--- config.mk ---
export PLATFORM = sky130hd
export DESIGN_NAME = vga_timing_gen
export DESIGN_NICKNAME = d
export VERILOG_FILES = /design/src/rtl/vga_pkg.sv /design/src/rtl/vga_delay_pipe.sv /design/src/rtl/vga_timing_gen.sv
export SDC_FILE = /design/constraint.sdc
export NUM_CORES = 1
export LEC_CHECK = 0
export BUFFER_PORTS_ARGS = -buffer_cell sky130_fd_sc_hd__buf_2
export CORE_UTILIZATION = 48
export DETAILED_ROUTE_END_ITERATION = 12
export HOLD_SLACK_MARGIN = 0.05
export PLACE_DENSITY = 0.74
export SLEW_MARGIN = 40
export SYNTH_ARGS = -nofsm -noshare
export SYNTH_HDL_FRONTEND = slang
export SYNTH_SLANG_ARGS = --single-unit
--- constraint.sdc ---
create_clock -name clk -period 5.3 [get_ports clk]
set_input_delay 0.53 -clock clk [delete_from_list [all_inputs] [get_ports clk]]
set_output_delay 0.53 -clock clk [all_outputs]
set_load 0.03 [all_outputs]
--- src/rtl/vga_pkg.sv ---
// Shared VGA timing package: 640x480@60 geometry, counter widths, RGB332
// field masks and the sync/blank bundle carried through the delay pipe.
package vga_pkg;

  // 640x480@60 timing (pixels / lines)
  localparam int VGA_H_ACTIVE = 640;
  localparam int VGA_H_FP     = 16;
  localparam int VGA_H_SYNC   = 96;
  localparam int VGA_H_BP     = 48;
  localparam int VGA_V_ACTIVE = 480;
  localparam int VGA_V_FP     = 10;
  localparam int VGA_V_SYNC   = 2;
  localparam int VGA_V_BP     = 33;

  localparam int VGA_H_TOTAL = VGA_H_ACTIVE + VGA_H_FP + VGA_H_SYNC + VGA_H_BP;
  localparam int VGA_V_TOTAL = VGA_V_ACTIVE + VGA_V_FP + VGA_V_SYNC + VGA_V_BP;

  // Raster counter widths shared with the sprite drawers
  localparam int HCNT_W = 11;
  localparam int VCNT_W = 10;

  // RGB332 pixel fields: RRRGGGBB
  localparam logic [7:0] RGB_R_MASK = 8'hE0;
  localparam logic [7:0] RGB_G_MASK = 8'h1C;
  localparam logic [7:0] RGB_B_MASK = 8'h03;
  localparam logic [7:0] RGB_BLACK  = 8'h00;

  // Un-polarised sync/blank bundle; idle = no sync pulse, blanked
  typedef struct packed {
    logic hs;
    logic vs;
    logic bl;
  } sync_t;

  localparam sync_t SYNC_IDLE = '{hs: 1'b0, vs: 1'b0, bl: 1'b1};

  // Half-open window test lo <= val < hi, all unsigned at counter width
  function automatic logic in_span(input logic [HCNT_W-1:0] val,
                                   input logic [HCNT_W-1:0] lo,
                                   input logic [HCNT_W-1:0] hi);
    return (val >= lo) && (val < hi);
  endfunction

endpackage

--- src/rtl/vga_delay_pipe.sv ---
// N-stage, W-bit shift register with an asynchronous reset value.
// Exposes a mid-pipe tap (stage TAP, 1-based) and the final stage.
module vga_delay_pipe #(
  parameter int            N       = 2,
  parameter int            W       = 3,
  parameter int            TAP     = 1,
  parameter logic [W-1:0]  RST_VAL = '0
) (
  input  logic          clk,
  input  logic          rst_n,
  input  logic [W-1:0]  din,
  output logic [W-1:0]  tap,
  output logic [W-1:0]  dout
);

  logic [W-1:0] stage_reg [N];

  generate
    for (genvar gi = 0; gi < N; gi++) begin : g_stage
      if (gi == 0) begin : g_head
        // First stage samples the input every clk
        always_ff @(posedge clk or negedge rst_n) begin
          if (!rst_n) stage_reg[gi] <= RST_VAL;
          else        stage_reg[gi] <= din;
        end
      end else begin : g_body
        // Later stages shift the previous stage every clk
        always_ff @(posedge clk or negedge rst_n) begin
          if (!rst_n) stage_reg[gi] <= RST_VAL;
          else        stage_reg[gi] <= stage_reg[gi-1];
        end
      end
    end
  endgenerate

  assign tap  = stage_reg[TAP-1];
  assign dout = stage_reg[N-1];

endmodule

--- src/rtl/vga_timing_gen.sv ---
// VGA raster timing: hcount/vcount for the sprite drawers, line/frame pulses,
// and the final sync/blank/rgb outputs aligned to the drawers' pixel latency.
module vga_timing_gen
  import vga_pkg::*;
#(
  parameter int   H_ACTIVE = VGA_H_ACTIVE,
  parameter int   H_FP     = VGA_H_FP,
  parameter int   H_SYNC   = VGA_H_SYNC,
  parameter int   H_BP     = VGA_H_BP,
  parameter int   V_ACTIVE = VGA_V_ACTIVE,
  parameter int   V_FP     = VGA_V_FP,
  parameter int   V_SYNC   = VGA_V_SYNC,
  parameter int   V_BP     = VGA_V_BP,
  parameter logic SYNC_POL = 1'b0,
  parameter int   PIX_LAT  = 1
) (
  input  logic              clk,
  input  logic              rst_n,
  input  logic              pix_en,
  output logic [HCNT_W-1:0] hcount,
  output logic [VCNT_W-1:0] vcount,
  input  logic [7:0]        pixel_in,
  output logic              hsync,
  output logic              vsync,
  output logic              blank,
  output logic [7:0]        rgb,
  output logic              line_start,
  output logic              frame_start
);

  localparam int H_TOTAL = H_ACTIVE + H_FP + H_SYNC + H_BP;
  localparam int V_TOTAL = V_ACTIVE + V_FP + V_SYNC + V_BP;

  localparam logic [HCNT_W-1:0] H_LAST   = HCNT_W'(H_TOTAL - 1);
  localparam logic [HCNT_W-1:0] H_ACT    = HCNT_W'(H_ACTIVE);
  localparam logic [HCNT_W-1:0] HS_START = HCNT_W'(H_ACTIVE + H_FP);
  localparam logic [HCNT_W-1:0] HS_END   = HCNT_W'(H_ACTIVE + H_FP + H_SYNC);
  localparam logic [VCNT_W-1:0] V_LAST   = VCNT_W'(V_TOTAL - 1);
  localparam logic [HCNT_W-1:0] V_ACT    = HCNT_W'(V_ACTIVE);
  localparam logic [HCNT_W-1:0] VS_START = HCNT_W'(V_ACTIVE + V_FP);
  localparam logic [HCNT_W-1:0] VS_END   = HCNT_W'(V_ACTIVE + V_FP + V_SYNC);

  logic [HCNT_W-1:0] hcount_reg, hcount_next;
  logic [VCNT_W-1:0] vcount_reg, vcount_next;
  logic              h_wrap, v_wrap;
  logic              line_start_reg, frame_start_reg;
  logic [7:0]        rgb_reg;
  logic [HCNT_W-1:0] vcount_ext;
  sync_t             raw_sync, tap_sync, out_sync;

  assign h_wrap     = (hcount_reg == H_LAST);
  assign v_wrap     = (vcount_reg == V_LAST);
  assign vcount_ext = {{(HCNT_W-VCNT_W){1'b0}}, vcount_reg};

  // Next raster position: h wraps at end of line, v steps only on h wrap
  always_comb begin
    hcount_next = h_wrap ? '0 : hcount_reg + 1'b1;
    vcount_next = vcount_reg;
    if (h_wrap) begin
      vcount_next = v_wrap ? '0 : vcount_reg + 1'b1;
    end
  end

  // Raster counters and line/frame pulses advance only on pixel-enable clks
  always_ff @(posedge clk or negedge rst_n) begin
    if (!rst_n) begin
      hcount_reg      <= '0;
      vcount_reg      <= '0;
      line_start_reg  <= 1'b0;
      frame_start_reg <= 1'b0;
    end else if (pix_en) begin
      hcount_reg      <= hcount_next;
      vcount_reg      <= vcount_next;
      line_start_reg  <= h_wrap;
      frame_start_reg <= h_wrap && v_wrap;
    end else begin
      line_start_reg  <= 1'b0;
      frame_start_reg <= 1'b0;
    end
  end

  // Raw sync/blank decode from the registered counters
  always_comb begin
    raw_sync.hs = in_span(hcount_reg, HS_START, HS_END);
    raw_sync.vs = in_span(vcount_ext, VS_START, VS_END);
    raw_sync.bl = (hcount_reg >= H_ACT) || (vcount_ext >= V_ACT);
  end

  // Sync/blank delay line: stage PIX_LAT gates the pixel register, the last
  // stage drives the pins so they line up with rgb
  vga_delay_pipe #(
    .N       (PIX_LAT + 1),
    .W       ($bits(sync_t)),
    .TAP     (PIX_LAT),
    .RST_VAL (SYNC_IDLE)
  ) u_sync_pipe (
    .clk   (clk),
    .rst_n (rst_n),
    .din   (raw_sync),
    .tap   (tap_sync),
    .dout  (out_sync)
  );

  // Output pixel register: drawer pixel, forced black while blanked
  always_ff @(posedge clk or negedge rst_n) begin
    if (!rst_n)           rgb_reg <= RGB_BLACK;
    else if (tap_sync.bl) rgb_reg <= RGB_BLACK;
    else                  rgb_reg <= pixel_in;
  end

  assign hcount      = hcount_reg;
  assign vcount      = vcount_reg;
  assign line_start  = line_start_reg;
  assign frame_start = frame_start_reg;
  assign rgb         = rgb_reg;
  assign blank       = out_sync.bl;
  assign hsync       = out_sync.hs ^ ~SYNC_POL;
  assign vsync       = out_sync.vs ^ ~SYNC_POL;

endmodule

==> impl_results.md, run 1 <==
- # nets final: 213
- Max reg flops: 11
- Register bit total from synthesis: 37
- Placed cell area: ~1900 µm²
- CTS resizes: 0
- Share of cells above drive strength 1: ~30%
- Clock sinks: 37
- Max-slew headroom: 70.22%
- GRT Total Usage: roughly 20%
- DRC: 0
- Via count: approximately 1300
- CP max FO: 7
- R2R cell count: 4
- Min-delay worst type: in -> async
- Initial DRT Pass Iterations: 4
- Total die area: 3693 µm²
- CORE AREA: 3153 µm²
- Clock Skews: around 8.4 ps
- Area Overhead vs Synth: 19.70%
- Grt total ovfl: 0
- CP top delay family: simple AND/OR/NAND/NOR gates
- Number of global-route vias before repair: roughly 1200
- VDD IR max: 217.4 µV
- Die width: about 61 µm
- IO Port Bufs: 44
- Initial core utilization: 52.58%
- Status: finished clean
- Period minus WS final: a little under 2000 ps
- DR iter-0 viols: between 50 and 60
- Worst-Margin Slew: around 450 ps
- Cell Pwr Density: approximately 310 nW/µm²
- CTS max path bufs: 2
- Synthesized area per cell: approximately 11 µm²
- CP Launch Type: flip-flop
- Multi-input gate area: ~690 µm²
- Critical path depth: 4
- Clock-pin slew on the worst setup and hold paths: around 110 ps
- Fmax: 514.8 MHz
- Hold_buf cts: 0
- Worst Path Buf+Inv: 0
- CTS tree: yes
- Syn. warnings: 0
- Crit share post-route: between 30 and 40%
- Largest net degree at the start of global routing: 38
- Net Count, Synth: about 170
- Fin. max-slew vios: 0
- Die Y: ~61 µm
- Io pins: 45
- Ys flop type: dfrtp_1
- Area of the mapped netlist: roughly 1700 µm²
- Final wirelength: 3320 µm
- Max_cap viols: 0
- Final Hold Viols: 0
- WS Path Type: reg -> reg
- EDFF count, synth: 0
- Layout fillers: roughly 270
- Routed Antenna Nets: 0
- Finish-stage setup viols: 0
- H-tree Lvls: 2
- Critical-path top delay cell: or4_4
- Final RePlAce weighted congestion: slightly below 0.8
- Pleak: ~0.95 nW
- Slowest stage delay, CP: ~570 ps
- Design Area, Final: between 1500 and 2000 µm²
- Post-CTS setup buffer count: 0
- Via/cell ratio: roughly 5.4
- Unrepaired setup endpoints after global routing: false
- TritonCTS buffer count: 5
- Crit end category: flip-flop
- Std-Cell Rows: 20
- Syn Inst Count: between 100 and 150
- Drt wl/cell: between 10 and 15 µm
- FFs w/ async S/R, synth: 100.0%
- Hpwl dp: approximately 2300 µm
- Sequential share of the synthesized area: 56.00%
- Post-route setup TNS: 0 ps
- Register area: 928.4 µm²
- Initial antenna violation count: 0
- Clk root buf: clkbuf_4
- Ant diodes: 0
- Worst endpoint data arrival time: ~2200 ps
- Global-route wire length before repair: around 5300 µm
- WP data required: between 5000 and 6000 ps
- Clock Latency Late Sink: 340 ps
- Worst-path cell chain: nand4bb_4 > or4_4 > or4b_1 > nand2_1
- Distinct cells, synth: 35
[logic make-up after synthesis]
family,share of synthesized area [%]
mux,1.283
fa+ha+maj,3.774
buf+inv,2.642
simple gates,25.13
compound gates,5.359
flops,56.00
xor+xnor,5.811
[cell usage in the layout (no fill, tap or decap), types with 2 or more instances in the layout]
cell type,n
xnor2_1,7
nand2_1,12
nor2_1,10
inv_1,7
and3_1,2
nand4b_1,3
and4_1,2
o21ai_0,7
nor4_1,2
clkbuf_1,2
ha_1,5
a31oi_1,2
nor2b_1,8
dfrtp_1,35
nor3_1,4
clkbuf_4,5
nand4_1,6
a21oi_1,2
o311ai_0,2
dfstp_2,2
buf_4,2
xor2_1,4
buf_2,43
nand3_1,9
nand2b_1,2
[final timing paths]
kind / from / endpoint / slack [ps]
min in group clk: u_sync_pipe.tap[1]$_DFF_PN0_ / u_sync_pipe.dout[1]$_DFF_PN0_ / 370
max in group asynchronous: rst_n / u_sync_pipe.tap[0]$_DFF_PN1_ / 4830
min: rst_n / u_sync_pipe.tap[2]$_DFF_PN0_ / 120
max reg2reg: hcount[5]$_DFFE_PN0P_ / vcount[8]$_DFFE_PN0P_ / 3360
max: hcount[5]$_DFFE_PN0P_ / vcount[8]$_DFFE_PN0P_ / 3360
min reg2reg: u_sync_pipe.tap[1]$_DFF_PN0_ / u_sync_pipe.dout[1]$_DFF_PN0_ / 370
[cell type report]
| type | count | share of cell area (%) |
|---|---|---|
| inverters | 7 | 1.324 |
| well taps | 44 | 2.774 |
| repair buffers | 45 | 11.60 |
| flip-flops and latches | 37 | 46.78 |
| clock buffers | 8 | 2.963 |
| multi-input cells | 101 | 34.55 |
[power breakdown]
part | switching, mW | internal [mW] | total (mW) | leakage (nW)
Sequential | 0.0379 | 0.302 | 0.340 | 0.480
Combinational | 0.0846 | 0.0452 | 0.130 | 0.439
Clock | 0.0886 | 0.0655 | 0.154 | 0.0326
[synthesized netlist by cell type (2+ instances only)]
cell      instances  share of area [%]
a31oi_1           2               0.75
inv_1             7                1.6
nor2_1           10                2.3
nor2b_1           8                3.0
dfstp_2           2                3.2
a21oi_1           2               0.60
dfrtp_1          35                 53
nand4_1           6                2.3
nand3_1           9                2.7
o21ai_0           7                2.1
nor4_1            2               0.75
nor3_1            4                1.2
xor2_1            4                2.1
nand2_1          12                2.7
xnor2_1           7                3.7
ha_1              5                3.8
o311ai_0          2                1.1
and3_1            2               0.75
clkbuf_1          2               0.45
nand2b_1          2               0.75
buf_2             2               0.60
nand4b_1          3                1.6
and4_1            2                1.1
[per-layer routing]
layer	vias to the layer above	global-route usage (%)	share of wire, %
met1	631	24.48	43
met2	47	32.03	48
met5	-	0	0
met3	5	5.757	7.2
met4	0	12.99	1.5
li1	624	-	-
[per-stage QoR]
| stage | hold slack [ps] | total power [mW] | utilization, % | std cells | setup slack, ps |
|---|---|---|---|---|---|
| 2_1_floorplan | 234.4 | 0.4313 | - | 149 | 3336 |
| 3_3_place_gp | 331.8 | 0.4710 | 60.99 | 234 | 3429 |
| 3_5_place_dp | 334.7 | 0.4733 | 60.99 | 234 | 3391 |
| 4_1_cts | 269.8 | 0.6294 | 62.86 | 242 | 3353 |
| 5_1_grt | 147.5 | 0.6524 | 62.94 | 242 | 3287 |
| 6_report | 123.6 | 0.6240 | 62.94 | 242 | 3357 |
Power figures use the tool's default switching activity.
==> run 2, diff against run 1 <==
clock period = 2 ns   (was 5.3 ns; I/O delays follow)
==> impl_results.md, run 2 (synthesis gave the netlist of run 1 again) <==
- Clock Latency Late Sink: 320 ps (-20 ps)
- Register share of total power: 52.9% (-1.6 points)
- Via count: 1330 (+1.8%)
- R2R cell count: 5 (+1)
- Fmax: 528.8 MHz (+2.7%)
- Max reg flops: 11 (unchanged)
- Std-Cell Rows: 20 (unchanged)
- Final wirelength: 3448 µm (+3.9%)
- Number of global-route vias before repair: 1153 (-0.26%)
- DR iter-0 viols: 71 (+29%)
- Slowest stage delay, CP: 500 ps (-70 ps)
- Net switching fraction of the power: 34.24% (+0.42 points)
- Initial DRT Pass Iterations: 4 (unchanged)
- Period minus WS final: 1891 ps (-51.47 ps)
- CP max FO: 6 (-1)
- Clk root buf: clkbuf_4
- CTS tree: yes
- Finish-stage setup viols: 0 (unchanged)
- VDD IR max: 562.9 µV (+160%)
- Worst hold slack: 90.66 ps (-32.94 ps)
- Final Hold Viols: 0 (unchanged)
- Final RePlAce weighted congestion: 0.7925 (+1.1%)
- Psw: 0.5682 mW (+170%)
- Crit end category: flip-flop
- Global-route wire length before repair: 5402 µm (+1.9%)
- Pwr Total: 1.659 mW (+170%)
- Pleak: 0.9874 nW (+3.8%)
- Unrepaired setup endpoints after global routing: false
- Clock-pin slew on the worst setup and hold paths: 110 ps (about the same)
- Ant diodes: 0 (unchanged)
- Share of cells above drive strength 1: 33.01% (+3.7 points)
- Die Y: 60.77 µm (unchanged)
- Clock sinks: 37 (unchanged)
- Commonest non-fill, non-tap cells in the layout: buf_2, dfrtp_1, nand2_1, nor2_1
- CTS max path bufs: 2 (unchanged)
- GRT Total Usage: 20.40% (+0.091 points)
- Internal Power: 1.091 mW (+160%)
- Initial core utilization: 52.58% (unchanged)
- Worst endpoint data arrival time: 2160 ps (-70 ps)
- Crit share post-route: 94.55% (+58 points)
- Min-delay worst type: in -> reg
- Area Overhead vs Synth: 23.40%
- Critical-path top delay cell: or4b_1
- Fin. max-slew vios: 0 (unchanged)
- IO Port Bufs: 44 (unchanged)
- WP data required: 2270 ps (-3310 ps)
- Max_cap viols: 0 (unchanged)
- # nets final: 221 (+3.8%)
- Hpwl dp: 2506 µm (+7.6%)
- Total die area: 3693 µm² (unchanged)
- Via/cell ratio: 5.320 (-1.5%)
- Commonest non-fill, non-tap cell in the layout: buf_2
- CP Launch Type: flip-flop
- H-tree Lvls: 2 (unchanged)
- Status: finished clean
- WS Path Type: reg -> reg
- Die width: 60.77 µm (unchanged)
- Post-route setup TNS: 0 ps (unchanged)
- Final Util: 64.88% (+1.9 points)
- Hold path depth: 2
- Clock power share: 21.9% (-2.8 points)
- R2R setup slack: 110 ps (-3250 ps)
- DRC: 0 (unchanged)
- Largest net degree at the start of global routing: 38 (unchanged)
- CORE AREA: 3153 µm² (unchanged)
- TritonCTS buffer count: 5 (unchanged)
- Worst-Margin Slew: 447.4 ps (+0.7882 ps)
- Comb power frac: 25.2% (+4.4 points)
- Io pins: 45 (unchanged)
- Clock Skews: 7.014 ps (-1.412 ps)
- Cell Pwr Density: 811.1 nW/µm² (+160%)
- Drt wl/cell: 13.79 µm (+0.53%)
- Max-slew headroom: 70.17% (about the same)
- Initial antenna violation count: 0 (unchanged)
- Worst-path cell chain: ha_2 > nand4b_1 > or4_4 > or4b_1 > nand2_1
- Routed Antenna Nets: 0 (unchanged)
- Grt total ovfl: 0 (unchanged)
run 2: power groups by stage:
stage	logic [mW]	registers [mW]	clock network [mW]
global placement	0.403	0.883	0
global route	0.453	0.890	0.411
detailed placement	0.413	0.890	0
finish	0.418	0.878	0.363
CTS	0.418	0.875	0.378
floorplan	0.157	0.986	0
run 2: worst max-delay path: cells and delay by family, from the launching register on:
| family | cells | cell delay, ps |
|---|---|---|
| and+or+nand+nor | 4 | 1160 |
| DFF | 1 | 440 |
| adders and majority gates | 1 | 250 |
run 2: stage by stage:
stage / cells / area (µm²) / worst slack [ps]
floorplan: 149 / 1658 / 36.39
global route: 250 / 2046 / 1.718
global placement: 240 / 1968 / 231.0
finish: 250 / 2046 / 109.0
CTS: 249 / 2033 / 119.5
detailed placement: 240 / 1968 / 134.5
run 2: worst paths after layout:
| kind | startpoint | to |
|---|---|---|
| min in group asynchronous | rst_n | vcount[4]$_DFFE_PN0P_ |
| max in group asynchronous | rst_n | u_sync_pipe.tap[0]$_DFF_PN1_ |
| min reg2reg | u_sync_pipe.tap[2]$_DFF_PN0_ | u_sync_pipe.dout[2]$_DFF_PN0_ |
| max reg2reg | hcount[1]$_DFFE_PN0P_ | vcount[8]$_DFFE_PN0P_ |
| min | pixel_in[3] | rgb[3]$_DFF_PN0_ |
| max | hcount[1]$_DFFE_PN0P_ | vcount[8]$_DFFE_PN0P_ |
run 2: final cells by class:
cell class,count,area (µm²)
Timing Repair Buffer,53,292.8
Clock inverter,3,17.52
Multi-Input combinational cell,101,688.2
Tap cell,44,55.05
Fill cell,257,1107
Sequential cell,37,928.4
Inverter,7,26.28
Clock buffer,5,37.54
run 2: routing by layer:
metal,vias to the layer above,track usage [%],part of all wire [%]
met3,5,3.838,5.0
li1,636,-,-
met5,-,0,0
met1,643,27.56,44
met2,46,32.34,50
met4,0,8.766,1.4
run 2: what timing repair did:
action	in CTS	in global routing
hold buffers	1	0
gates resized for setup	0	1
endpoints found under the setup margin	0	6
setup buffers	0	1
endpoints found under the hold margin	35	0
==> run 3, diff against run 2 <==
REMOVE_ABC_BUFFERS = 1   (was not set)
==> impl_results.md, run 3 (synthesis gave the netlist of run 1 again) <==
- Global-route wire length before repair: 5306 µm (-1.8%)
- Fmax: 538.3 MHz (+1.8%)
- Hold path depth: 2 (unchanged)
- Ant diodes: 0 (unchanged)
- Fin. max-slew vios: 0 (unchanged)
- CTS max path bufs: 2 (unchanged)
- Clock Latency Late Sink: 330 ps (about the same)
- CP max FO: 7 (+1)
- Die Y: 60.77 µm (unchanged)
- Via count: 1318 (-0.90%)
- Grt total ovfl: 0 (unchanged)
- Share of cells above drive strength 1: 32.52% (-0.49 points)
- Min-delay worst type: in -> reg
- Max_cap viols: 0 (unchanged)
- Clock-pin slew on the worst setup and hold paths: 110 ps (about the same)
- FF-to-FF Start: vcount[1]$_DFFE_PN0P_
- Post-CTS setup buffer count: 0 (unchanged)
- Crit end category: flip-flop
- # nets final: 221 (unchanged)
- Routed Antenna Nets: 0 (unchanged)
- Total die area: 3693 µm² (unchanged)
- CP Launch Type: flip-flop
- CP Launch Point: vcount[1]$_DFFE_PN0P_
- Drt wl/cell: 13.68 µm (-0.84%)
- Commonest non-fill, non-tap cell in the layout: buf_2
- Pwr Total: 1.829 mW (+10%)
- Initial DRT Pass Iterations: 4 (unchanged)
- WS Path Type: reg -> reg
- Io pins: 45 (unchanged)
- Die width: 60.77 µm (unchanged)
- Hpwl dp: 2439 µm (-2.7%)
- Cell Pwr Density: 880.8 nW/µm² (+8.6%)
- CTS tree: yes
- Via/cell ratio: 5.272 (-0.90%)
- VDD IR max: 737.5 µV (+31%)
- Crit share post-route: 92.89% (-1.7 points)
- DRC: 0 (unchanged)
- Final wirelength: 3419 µm (-0.84%)
- Hold_buf cts: 1 (unchanged)
- R2R cell count: 5 (unchanged)
- IO Port Bufs: 44 (unchanged)
- Finish-stage setup viols: 0 (unchanged)
- Max-slew headroom: 69.93% (-0.24 points)
- Hold EP: rgb[1]$_DFF_PN0_
- Worst endpoint data arrival time: 2130 ps (-30 ps)
- Largest net degree at the start of global routing: 38 (unchanged)
- DR iter-0 viols: 56 (-21%)
- Post-route setup TNS: 0 ps (unchanged)
- Design Area, Final: 2077 µm² (+1.5%)
- Commonest non-fill, non-tap cells in the layout: buf_2, dfrtp_1, nand2_1, nor2_1
- Placed cell area: 1976 µm² (+0.38%)
- RR Endpoint: vcount[8]$_DFFE_PN0P_
- Period minus WS final: 1858 ps (-33.18 ps)
- CTS resizes: 0 (unchanged)
- Std-Cell Rows: 20 (unchanged)
- WP data required: 2270 ps (about the same)
- CORE AREA: 3153 µm² (unchanged)
- Final Hold Viols: 0 (unchanged)
- Area Overhead vs Synth: 25.28%
- Worst-Margin Slew: 451.1 ps (+3.616 ps)
- Initial antenna violation count: 0 (unchanged)
- Number of global-route vias before repair: 1145 (-0.69%)
- Hold Startpoint: pixel_in[1]
- Clock Skews: 2.258 ps (-4.755 ps)
- Clk root buf: clkbuf_4
- H-tree Lvls: 2 (unchanged)
- Pleak: 1.004 nW (+1.7%)
- Worst hold slack: 84.18 ps (-6.478 ps)
- Final RePlAce weighted congestion: 0.8660 (+9.3%)
- Status: finished clean
- R2R setup slack: 140 ps (+30 ps)
- Initial core utilization: 52.58% (unchanged)
- Max reg flops: 11 (unchanged)
- Unrepaired setup endpoints after global routing: false
- TritonCTS buffer count: 5 (unchanged)
- GRT Total Usage: 20.27% (-0.13 points)
- Clock sinks: 37 (unchanged)
run 3: cell count changes in the layout (fill, tap and decap cells not counted), sizes merged:
cell	delta
clkinv	-2
clkbuf	+1
bufinv	+1
run 3: per-stage QoR:
step / worst slack (ps) / std cells / util [%]
final: 142.1 / 250 / 65.87
after detailed placement: 178.3 / 241 / 62.66
after floorplan: -149.6 / 145 / -
after CTS: 146.8 / 250 / 65.79
after global routing: 12.65 / 250 / 65.87
after global placement: 234.4 / 241 / 62.66
run 3: where the power goes:
| group | leakage, nW | internal, mW | switching [mW] |
|---|---|---|---|
| Sequential | 0.480 | 0.802 | 0.0577 |
| Combinational | 0.480 | 0.155 | 0.273 |
| Clock | 0.0445 | 0.297 | 0.245 |
run 3: worst max path at each step:
| stage | to | slack, ps |
|---|---|---|
| CTS | vcount[8]$_DFFE_PN0P_ | 150 |
| finish | vcount[8]$_DFFE_PN0P_ | 140 |
| floorplan | vcount[5]$_DFFE_PN0P_ | -150 |
| global route | vcount[9]$_DFFE_PN0P_ | 10 |
| detailed placement | vcount[8]$_DFFE_PN0P_ | 180 |
| global placement | vcount[8]$_DFFE_PN0P_ | 230 |
run 3: worst max-delay path, stage by stage (launching register included):
cell and delay [ps]:
dfrtp_1 470, ha_1 240, nand4b_1 100, or4_4 450, or4b_1 470, nand2_1 80
run 3: layer usage:
metal | vias to the layer above | GRT usage [%] | part of all wire [%]
li1 | 637 | - | -
met1 | 636 | 25.72 | 45
met2 | 40 | 34.38 | 50
met3 | 5 | 5.757 | 4.5
met4 | 0 | 4.870 | 0.79
met5 | - | 0 | 0
run 3: cell type report:
type,count,area [µm²]
Fill cell,260,1076
Clock inverter,2,37.54
Inverter,7,26.28
Timing Repair Buffer,53,292.8
Multi-Input combinational cell,101,685.7
Sequential cell,37,928.4
Tap cell,44,55.05
Clock buffer,6,51.30
